$ cat config.mk
export PLATFORM = sky130hd
export DESIGN_NAME = instr_sequencer
export DESIGN_NICKNAME = d
export VERILOG_FILES = /design/src/rtl/cpu_pkg.sv /design/src/rtl/instr_decoder.sv /design/src/rtl/instr_sequencer.sv
export SDC_FILE = /design/constraint.sdc
export NUM_CORES = 1
export LEC_CHECK = 0
export CAP_MARGIN = 15
export CELL_PAD_IN_SITES_DETAIL_PLACEMENT = 2
export CELL_PAD_IN_SITES_GLOBAL_PLACEMENT = 2
export CORE_MARGIN = 2
export CORE_UTILIZATION = 32
export DETAILED_ROUTE_END_ITERATION = 7
export PLACE_DENSITY_LB_ADDON = 0.1
export SLEW_MARGIN = 20
export SYNTH_ARGS = -nofsm -noshare
export SYNTH_HDL_FRONTEND = slang
export SYNTH_HIERARCHICAL = 1
export SYNTH_SLANG_ARGS = --single-unit
$ cat constraint.sdc
create_clock -name clk -period 5 [get_ports clk]
set_input_delay 0.5 -clock clk [delete_from_list [all_inputs] [get_ports clk]]
set_output_delay 0.5 -clock clk [all_outputs]
set_load 0.005 [all_outputs]
$ cat src/rtl/cpu_pkg.sv
// Shared encodings for the 8-bit CPU: opcodes, sequencer state codes,
// instruction field positions and the instruction-class one-hot layout.
package cpu_pkg;

    localparam logic [1:0] OP_ADD = 2'b00;
    localparam logic [1:0] OP_LW  = 2'b01;
    localparam logic [1:0] OP_SW  = 2'b10;
    localparam logic [1:0] OP_J   = 2'b11;

    localparam logic [2:0] ST_IDLE   = 3'd0;
    localparam logic [2:0] ST_FETCH  = 3'd1;
    localparam logic [2:0] ST_DECODE = 3'd2;
    localparam logic [2:0] ST_EXEC   = 3'd3;
    localparam logic [2:0] ST_MEM    = 3'd4;
    localparam logic [2:0] ST_WB     = 3'd5;
    localparam logic [2:0] ST_HALT   = 3'd6;

    localparam int OP_HI   = 7;
    localparam int OP_LO   = 6;
    localparam int RS_HI   = 5;
    localparam int RS_LO   = 4;
    localparam int RT_HI   = 3;
    localparam int RT_LO   = 2;
    localparam int RD_HI   = 1;
    localparam int RD_LO   = 0;
    localparam int JOFF_HI = 5;

    // Class one-hot bit index equals the opcode value.
    localparam int CLS_ADD = 0;
    localparam int CLS_LW  = 1;
    localparam int CLS_SW  = 2;
    localparam int CLS_J   = 3;

endpackage

$ cat src/rtl/instr_decoder.sv
// Combinational instruction decoder: splits IR into register fields,
// builds the sign-extended immediate and a one-hot instruction class.
module instr_decoder
    import cpu_pkg::*;
(
    input  logic [7:0] ir,
    output logic [1:0] opcode,
    output logic [1:0] rs_sel,
    output logic [1:0] rt_sel,
    output logic [1:0] rd_sel,
    output logic [7:0] imm,
    output logic [3:0] cls
);

    always_comb begin
        opcode      = ir[OP_HI:OP_LO];
        rs_sel      = ir[RS_HI:RS_LO];
        rt_sel      = ir[RT_HI:RT_LO];
        rd_sel      = ir[RD_HI:RD_LO];
        cls         = '0;
        cls[opcode] = 1'b1;
        case (opcode)
            OP_LW, OP_SW: imm = {{6{ir[RD_HI]}}, ir[RD_HI:RD_LO]};
            OP_J:         imm = {{2{ir[JOFF_HI]}}, ir[JOFF_HI:0]};
            default:      imm = 8'h00;
        endcase
    end

endmodule

$ cat src/rtl/instr_sequencer.sv
// Fetch/decode/execute controller: owns the PC, IR and retired counter and
// emits per-state datapath strobes. Define STEP_EN to add the single-step port.
module instr_sequencer
    import cpu_pkg::*;
#(
    parameter int PROG_LEN = 8,
    parameter int CNT_W    = 16
) (
    input  logic             clk,
    input  logic             reset,
    input  logic             run,
`ifdef STEP_EN
    input  logic             step,
`endif
    output logic [7:0]       imem_addr,
    input  logic [7:0]       imem_data,
    output logic [7:0]       pc,
    output logic [1:0]       opcode,
    output logic [1:0]       rs_sel,
    output logic [1:0]       rt_sel,
    output logic [1:0]       rd_sel,
    output logic [7:0]       imm,
    output logic             alu_src,
    output logic             reg_we,
    output logic             mem_re,
    output logic             mem_we,
    output logic             mem_to_reg,
    output logic             busy,
    output logic             halted,
    output logic [CNT_W-1:0] instr_count
);

    localparam logic [8:0] PROG_LIM = 9'(PROG_LEN);

    logic [2:0]       state_q, state_d;
    logic [7:0]       pc_q, pc_d;
    logic [7:0]       ir_q, ir_d;
    logic [1:0]       opcode_q, opcode_d, rs_q, rs_d, rt_q, rt_d, rd_q, rd_d;
    logic [7:0]       imm_q, imm_d;
    logic [CNT_W-1:0] cnt_q, cnt_d;

    logic [1:0] dec_opcode, dec_rs, dec_rt, dec_rd;
    logic [7:0] dec_imm;
    logic [3:0] cls;
    logic       start, retire, mem_op;

`ifdef STEP_EN
    assign start = run | step;
`else
    assign start = run;
`endif

    // IR is held from FETCH to the next FETCH, so the class stays valid all instruction.
    instr_decoder u_dec (
        .ir     (ir_q),
        .opcode (dec_opcode),
        .rs_sel (dec_rs),
        .rt_sel (dec_rt),
        .rd_sel (dec_rd),
        .imm    (dec_imm),
        .cls    (cls)
    );

    always_comb begin
        state_d  = state_q;
        pc_d     = pc_q;
        ir_d     = ir_q;
        opcode_d = opcode_q;
        rs_d     = rs_q;
        rt_d     = rt_q;
        rd_d     = rd_q;
        imm_d    = imm_q;
        cnt_d    = cnt_q;
        retire   = 1'b0;
        case (state_q)
            ST_IDLE:   if (start) state_d = ST_FETCH;
            ST_FETCH: begin
                ir_d    = imem_data;
                state_d = ST_DECODE;
            end
            ST_DECODE: begin
                opcode_d = dec_opcode;
                rs_d     = dec_rs;
                rt_d     = dec_rt;
                rd_d     = dec_rd;
                imm_d    = dec_imm;
                state_d  = ST_EXEC;
            end
            ST_EXEC: begin
                if (cls[CLS_J]) begin
                    pc_d   = pc_q + 8'd1 + imm_q;
                    retire = 1'b1;
                end else if (cls[CLS_ADD]) begin
                    state_d = ST_WB;
                end else begin
                    state_d = ST_MEM;
                end
            end
            ST_MEM: begin
                if (cls[CLS_LW]) begin
                    state_d = ST_WB;
                end else begin
                    pc_d   = pc_q + 8'd1;
                    retire = 1'b1;
                end
            end
            ST_WB: begin
                pc_d   = pc_q + 8'd1;
                retire = 1'b1;
            end
            ST_HALT:   state_d = ST_HALT;
            default:   state_d = ST_IDLE;
        endcase
        // Running off the program (including a wrapped jump target) parks in HALT.
        if (retire) begin
            cnt_d   = (&cnt_q) ? cnt_q : cnt_q + CNT_W'(1);
            state_d = ({1'b0, pc_d} >= PROG_LIM) ? ST_HALT : ST_IDLE;
        end
    end

    always_ff @(posedge clk) begin
        if (reset) begin
            state_q  <= ST_IDLE;
            pc_q     <= '0;
            ir_q     <= '0;
            opcode_q <= '0;
            rs_q     <= '0;
            rt_q     <= '0;
            rd_q     <= '0;
            imm_q    <= '0;
            cnt_q    <= '0;
        end else begin
            state_q  <= state_d;
            pc_q     <= pc_d;
            ir_q     <= ir_d;
            opcode_q <= opcode_d;
            rs_q     <= rs_d;
            rt_q     <= rt_d;
            rd_q     <= rd_d;
            imm_q    <= imm_d;
            cnt_q    <= cnt_d;
        end
    end

    assign mem_op      = cls[CLS_LW] | cls[CLS_SW];
    assign imem_addr   = pc_q;
    assign pc          = pc_q;
    assign opcode      = opcode_q;
    assign rs_sel      = rs_q;
    assign rt_sel      = rt_q;
    assign rd_sel      = rd_q;
    assign imm         = imm_q;
    assign instr_count = cnt_q;
    assign busy        = (state_q != ST_IDLE) && (state_q != ST_HALT);
    assign halted      = (state_q == ST_HALT);
    assign reg_we      = (state_q == ST_WB);
    assign mem_to_reg  = (state_q == ST_WB) && cls[CLS_LW];
    assign mem_re      = (state_q == ST_MEM) && cls[CLS_LW];
    assign mem_we      = (state_q == ST_MEM) && cls[CLS_SW];
    assign alu_src     = mem_op &&
                         ((state_q == ST_EXEC) || (state_q == ST_MEM) || (state_q == ST_WB));

endmodule

==> qor.csv, run 1 <==
metric,value,unit
hold_buffers,0,
num_rows,35,
clock_latency,310,ps
sequentialPowerShare,42.1,%
fmax,297.3,MHz
cts_sinks,51,
period_needed,3364,ps
hp-class,register to register,
ys_ff_latch,51,
synth.distinct_cells,54,
grt_use_total,19.18,%
reg2reg_depth,12,
cts.clk_slew.worst_paths,100,ps
pwr_density_cell,344.7,nW/um2
detail-route-antenna-nets,0,
start_util,32.97,%
syn_nets,402,
r2r-end,state_q[2]$_SDFFE_PP0P_,
startpoint_type,register,
numCtsBuffers,5,
io_pins,66,
setup_tns,0,ps
p_int,0.7641,mW
fin_skew,7.011,ps
power.net_switching,0.5190,mW
crit_arrival,3530,ps
syn_inst,375,
async_flop_share,0,%
outcome,"complete, no violations",
ys_seq_area_share,33.68,%
antenna_cells,0,
placed_cells,520,
hold_viol_final,0,
grt_max_degree,49,
cp_common_cell,ha_1,
layout_commonest_cell,clkdlybuf4s50_1,
synth-edff-count,0,
fin_nets,443,
r2r_slack,1640,ps
required,5170,ps
route.detailed.drc,0,
finalSetupViolCount,0,
holdPathEnd,rt_sel[0]$_SDFFE_PP0P_,
ctsHtreeMaxLevel,2,
maxCapViolations,0,
cp_slowest_cell,dfxtp_1,
final_layout_size_suffix_gt1_share,5.276,%
grt.overflow.total,0,
wl,9.442,mm
crit_fanout,7,
sw_frac_of_total,40.45,%
place.gp.congestion,0.7556,
rr_startpoint,imem_addr[0]$_SDFF_PP0_,
slowest_delay,460,ps
rsz0062_at_grt,false,
cts_resized,0,
p_clk_share,19.5,%
p_comb_share,38.4,%
cts_buffer_depth,2,
fp.dieW,101.3,um
syn-cell-area,3032,um2
antenna_found_initial,0,
path_cells,"ha_1, and4_1, nand2_1, xnor2_1, ha_1, nor4b_1, o21ai_0, and3_1, a32oi_1, nor2_1, o41ai_2, a21oi_1",
die_area,10270,um2
end_kind,register,
layout_worst_path_cycle_share,67.28,%
min_from,rt_sel[0]$_SDFFE_PP0P_,
yosys_warnings,6,
worst_pin_slew,1026,ps
synth_ff_type,dfxtp_1,
place_hpwl,7.048,mm
io_buffers,65,
whs,465.9,ps
leakage,1.356,nW
post_drt_wl_per_cell,17.88,um
final_cells,528,
post_cts_buffers,0,
path_class,register to register,
grt_pass1_wl,15.74,mm
vias,2824,
total_power,1.283,mW
avgSynthCellArea,8.084,um2
root_buffer,clkbuf_8,
crit_start,imem_addr[0]$_SDFF_PP0_,
slew_viol_final,0,
syn_to_final_growth,22.78,%
cts_tree,yes,
grt_pass1_vias,3009,
vias_per_cell,5.348,
initialDrtViolationCount,41,
first_pass_iters,4,
nFillCells,1062,
die_h,101.3,um
irDropWorstVdd,0.1323,mV
layout_common_cells,"65 x clkdlybuf4s50_1, 58 x nand2_1, 51 x dfxtp_1",
max-slew-margin-rel,31.38,%
min_delay_path_depth,2,
core-area,9196,um2
==> metal layers <==
layer | routed length (um) | share of wire, % | GRT usage, % | vias to the layer above
li1 | - | - | - | 1376
met1 | 4399 | 47 | 24.57 | 1394
met2 | 4669 | 49 | 34.08 | 48
met3 | 298 | 3.2 | 3.037 | 6
met4 | 74 | 0.78 | 3.950 | 0
met5 | 0 | 0 | 0 | -
==> layout make-up <==
| class | count | area, um2 | area share (%) |
|---|---|---|---|
| timing repair buffer | 66 | 658.1 | 17.68 |
| sequential | 51 | 1021 | 27.43 |
| multi-input combinational | 286 | 1793 | 48.17 |
| tap | 111 | 138.9 | 3.731 |
| clock inverter | 2 | 16.27 | 0.4370 |
| inverter | 6 | 22.52 | 0.6050 |
| clock buffer | 6 | 72.57 | 1.950 |
==> sequential cells by signal, summed over array words and instances, names as in the netlist <==
name and cells:
imem_addr 8, instr_count 16, rs_sel 2, imm 8
rt_sel 2, ir_q 8, opcode 2, state_q 3
rd_sel 2
==> power by group through the flow <==
stage	Sequential, mW	Combinational (mW)	Clock [mW]
floorplan	0.505	0.360	0
global placement	0.545	0.484	0
detailed placement	0.549	0.496	0
CTS	0.540	0.501	0.264
global route	0.550	0.544	0.282
finish	0.540	0.493	0.250
==> worst max-delay path by stage <==
stage / endpoint / cells after the start
global route: state_q[2]$_SDFFE_PP0P_ / 12
global placement: state_q[2]$_SDFFE_PP0P_ / 12
detailed placement: state_q[2]$_SDFFE_PP0P_ / 12
CTS: state_q[2]$_SDFFE_PP0P_ / 12
floorplan: state_q[2]$_SDFFE_PP0P_ / 12
finish: state_q[2]$_SDFFE_PP0P_ / 12
==> per-stage QoR <==
stage	cell area [um2]	setup WS, ps	utilization [%]
after floorplan	3032	2162	-
after global placement	3633	1930	39.51
after detailed placement	3633	1808	39.51
after CTS	3722	1636	40.48
after global routing	3722	1345	40.48
final	3722	1636	40.48
==> cells by family (layout without fill, tap and decap cells) <==
group	after synthesis	in the layout	share of synthesized area (%)
adders and majority gates	16	16	6.851
xor gates and xnor gates	21	21	6.067
muxes	12	12	4.003
buffers and inverters	38	80	7.181
and+or+nand+nor	163	163	26.25
AOI/OAI and AO/OA	74	74	15.97
DFF	51	51	33.68
==> critical path: cells and delay by family (launching register included) <==
| family | cells | cell delay, ps |
|---|---|---|
| xor gates and xnor gates | 1 | 150 |
| AOI/OAI and AO/OA | 4 | 940 |
| DFF | 1 | 460 |
| adders and majority gates | 2 | 650 |
| and+or+nand+nor | 5 | 1030 |
==> cell usage after synthesis, drive strengths merged (4+ instances only) <==
master  instances  area (um2)
nand2          59       224.0
dfxtp          51        1021
nor2           41       153.9
a21oi          35       175.2
buf            20       150.1
ha             15       187.7
nor3           13       75.07
clkbuf         12       45.04
o21ai          12       60.06
mux2i          11       110.1
xor2           11       96.34
xnor2          10       87.58
nand3           9       45.04
nand4           8       50.05
inv             6       22.52
a211oi          5       42.54
nor3b           5       52.55
and2            4       25.02
and3            4       25.02
nand2b          4       25.02
Power figures use the tool's default switching activity.
==> inputs of run 2 (changes only) <==
Settings changed: CORE_UTILIZATION 32 to 27.
Clock period 5 ns to 3 ns, I/O delays scaled along.
==> qor.csv, run 2 (synthesis results as in run 1) <==
metric,value,unit,change
detail-route-antenna-nets,0,,unchanged
grt_pass1_vias,2953,,-1.9%
irDropWorstVdd,0.1886,mV,+43%
grt_use_total,16.80,%,-2.4 points
first_pass_iters,4,,unchanged
final_cells,576,,+9.1%
finalSetupViolCount,0,,unchanged
die_area,12090,um2,+18%
postLayoutCoreUtil,36.88,%,-3.6 points
vias_per_cell,4.981,,-6.9%
cts_buffer_depth,2,,unchanged
hp-class,register to register,,
required,3180,ps,-1990 ps
hold_viol_final,0,,unchanged
crit_arrival,3070,ps,-460 ps
max-slew-margin-rel,36.06,%,+4.7 points
cts_tree,yes,,
root_buffer,clkbuf_8,,
maxCapViolations,0,,unchanged
grt.overflow.total,0,,unchanged
reg2reg_depth,12,,unchanged
startpoint_type,register,,
numCtsBuffers,5,,unchanged
min_from,rt_sel[1]$_SDFFE_PP0P_,,
place.gp.congestion,0.7967,,+5.4%
worst_pin_slew,956.1,ps,-69.47 ps
rr_startpoint,imem_addr[0]$_SDFF_PP0_,,
crit_fanout,6,,-1
layout_worst_path_cycle_share,96.42,%,+29 points
antenna_cells,0,,unchanged
fin_nets,463,,+4.5%
start_util,27.84,%,-5.1 points
wl,10.07,mm,+6.7%
end_kind,register,,
final_layout_size_suffix_gt1_share,13.76,%,+8.5 points
post_drt_wl_per_cell,17.49,um,-2.2%
r2r-end,state_q[1]$_SDFFE_PP0P_,,
fp.dieW,110.0,um,+8.5%
slew_viol_final,0,,unchanged
setup_tns,0,ps,unchanged
antenna_found_initial,0,,unchanged
hold_buffers,0,,unchanged
leakage,1.487,nW,+9.7%
io_pins,66,,unchanged
min_delay_path_depth,2,,unchanged
pwr_density_cell,561.4,nW/um2,+63%
holdPathEnd,rt_sel[1]$_SDFFE_PP0P_,,
outcome,"complete, no violations",,
die_h,110.0,um,+8.5%
place_hpwl,7.611,mm,+8.0%
layout_commonest_cell,clkdlybuf4s50_1,,
cts.clk_slew.worst_paths,100,ps,about the same
placed_cells,566,,+8.8%
place_ws,38.92,ps,-1769 ps
num_rows,38,,+8.6%
clock_latency,310,ps,about the same
grt_max_degree,20,,-59%
path_class,register to register,,
syn_to_final_growth,32.44,%,
cts_sinks,51,,unchanged
fin_skew,8.264,ps,+1.253 ps
initialDrtViolationCount,82,,+100%
grt_pass1_wl,15.61,mm,-0.79%
setup_ws,107.5,ps,-1528 ps
ctsHtreeMaxLevel,2,,unchanged
layout_common_cells,"65 x clkdlybuf4s50_1, 58 x nand2_1, 46 x dfxtp_1",,
r2r_slack,110,ps,-1530 ps
fmax,345.7,MHz,+16%
largest_reg_flops,16,,unchanged
core-area,10890,um2,+18%
period_needed,2892,ps,-471.6 ps
vias,2869,,+1.6%
route.detailed.drc,0,,unchanged
io_buffers,65,,unchanged
[run 2: cell types whose count changed in the layout (fill, tap and decap cells not counted), moves of 2 or more]
cell / before / now
xnor2_1: 10 / 7
ha_1: 15 / 12
o21ai_1: 0 / 2
o21ai_0: 12 / 10
xnor2_2: 0 / 3
dfxtp_2: 0 / 5
ha_4: 0 / 3
buf_4: 1 / 21
dfxtp_1: 51 / 46
[run 2: what timing repair did]
action,4_1_cts,5_1_grt
resized for setup,2,20
setup buffers,0,4
gates cloned,0,0
endpoints found under the setup margin,2,2
pin swaps,0,13
[run 2: layout make-up]
class                      count  area, um2
inverter                       6      22.52
tap                          140      175.2
clock buffer                   5      68.82
clock inverter                 2      13.76
sequential                    51       1027
timing repair buffer          86      808.3
multi-input combinational    286       1899
fill                        1261       6873
[run 2: power by group]
group          internal [mW]  total [mW]  leakage, nW  switching, mW
clock network          0.161       0.405       0.0440          0.244
logic                  0.445       0.995         1.03          0.550
registers              0.751       0.855        0.415          0.103
[run 2: critical path, stage by stage, from the launching register on]
cell and delay, ps:
dfxtp_2 370, ha_4 180, and4_4 260, nand2_1 100, xnor2_2 210, ha_4 250, nor4b_2 300, o21ai_1 120
and3_1 200, a32oi_2 230, nor2_1 90, o41ai_2 340, a21oi_1 120
[run 2: how the worst max path moves through the flow]
stage                            startpoint                      end  slack [ps]  cells past startpoint
floorplan           imem_addr[0]$_SDFF_PP0_  state_q[2]$_SDFFE_PP0P_         160                     12
global placement    imem_addr[0]$_SDFF_PP0_  state_q[2]$_SDFFE_PP0P_         130                     12
detailed placement  imem_addr[1]$_SDFF_PP0_  state_q[1]$_SDFFE_PP0P_          40                     12
CTS                 imem_addr[1]$_SDFF_PP0_  state_q[2]$_SDFFE_PP0P_           4                     12
global route        imem_addr[0]$_SDFF_PP0_  state_q[1]$_SDFFE_PP0P_         -60                     12
finish              imem_addr[0]$_SDFF_PP0_  state_q[1]$_SDFFE_PP0P_         110                     12
[run 2: stage by stage]
stage	hold slack [ps]	area, um2	power [mW]
after global routing	500.8	4015	2.418
after CTS	469.5	3889	2.240
after floorplan	447.4	3032	1.441
after global placement	447.3	3797	1.801
after detailed placement	452.0	3797	1.824
final	465.8	4015	2.254
[run 2: metal layers]
| metal | wire length [um] | part of all wire (%) | global-route usage [%] | vias to the layer above |
|---|---|---|---|---|
| li1 | - | - | - | 1417 |
| met1 | 4702 | 47 | 21.65 | 1410 |
| met2 | 5091 | 51 | 29.32 | 37 |
| met3 | 196 | 1.9 | 2.371 | 5 |
| met4 | 84 | 0.83 | 4.159 | 0 |
| met5 | 0 | 0 | 0 | - |
==> inputs of run 3 (changes only) <==
Settings changed: CTS_BUF_LIST set to sky130_fd_sc_hd__clkbuf_8.
==> results of run 3 <==
No change in the layout: final DEF, timing and power equal those of run 2.
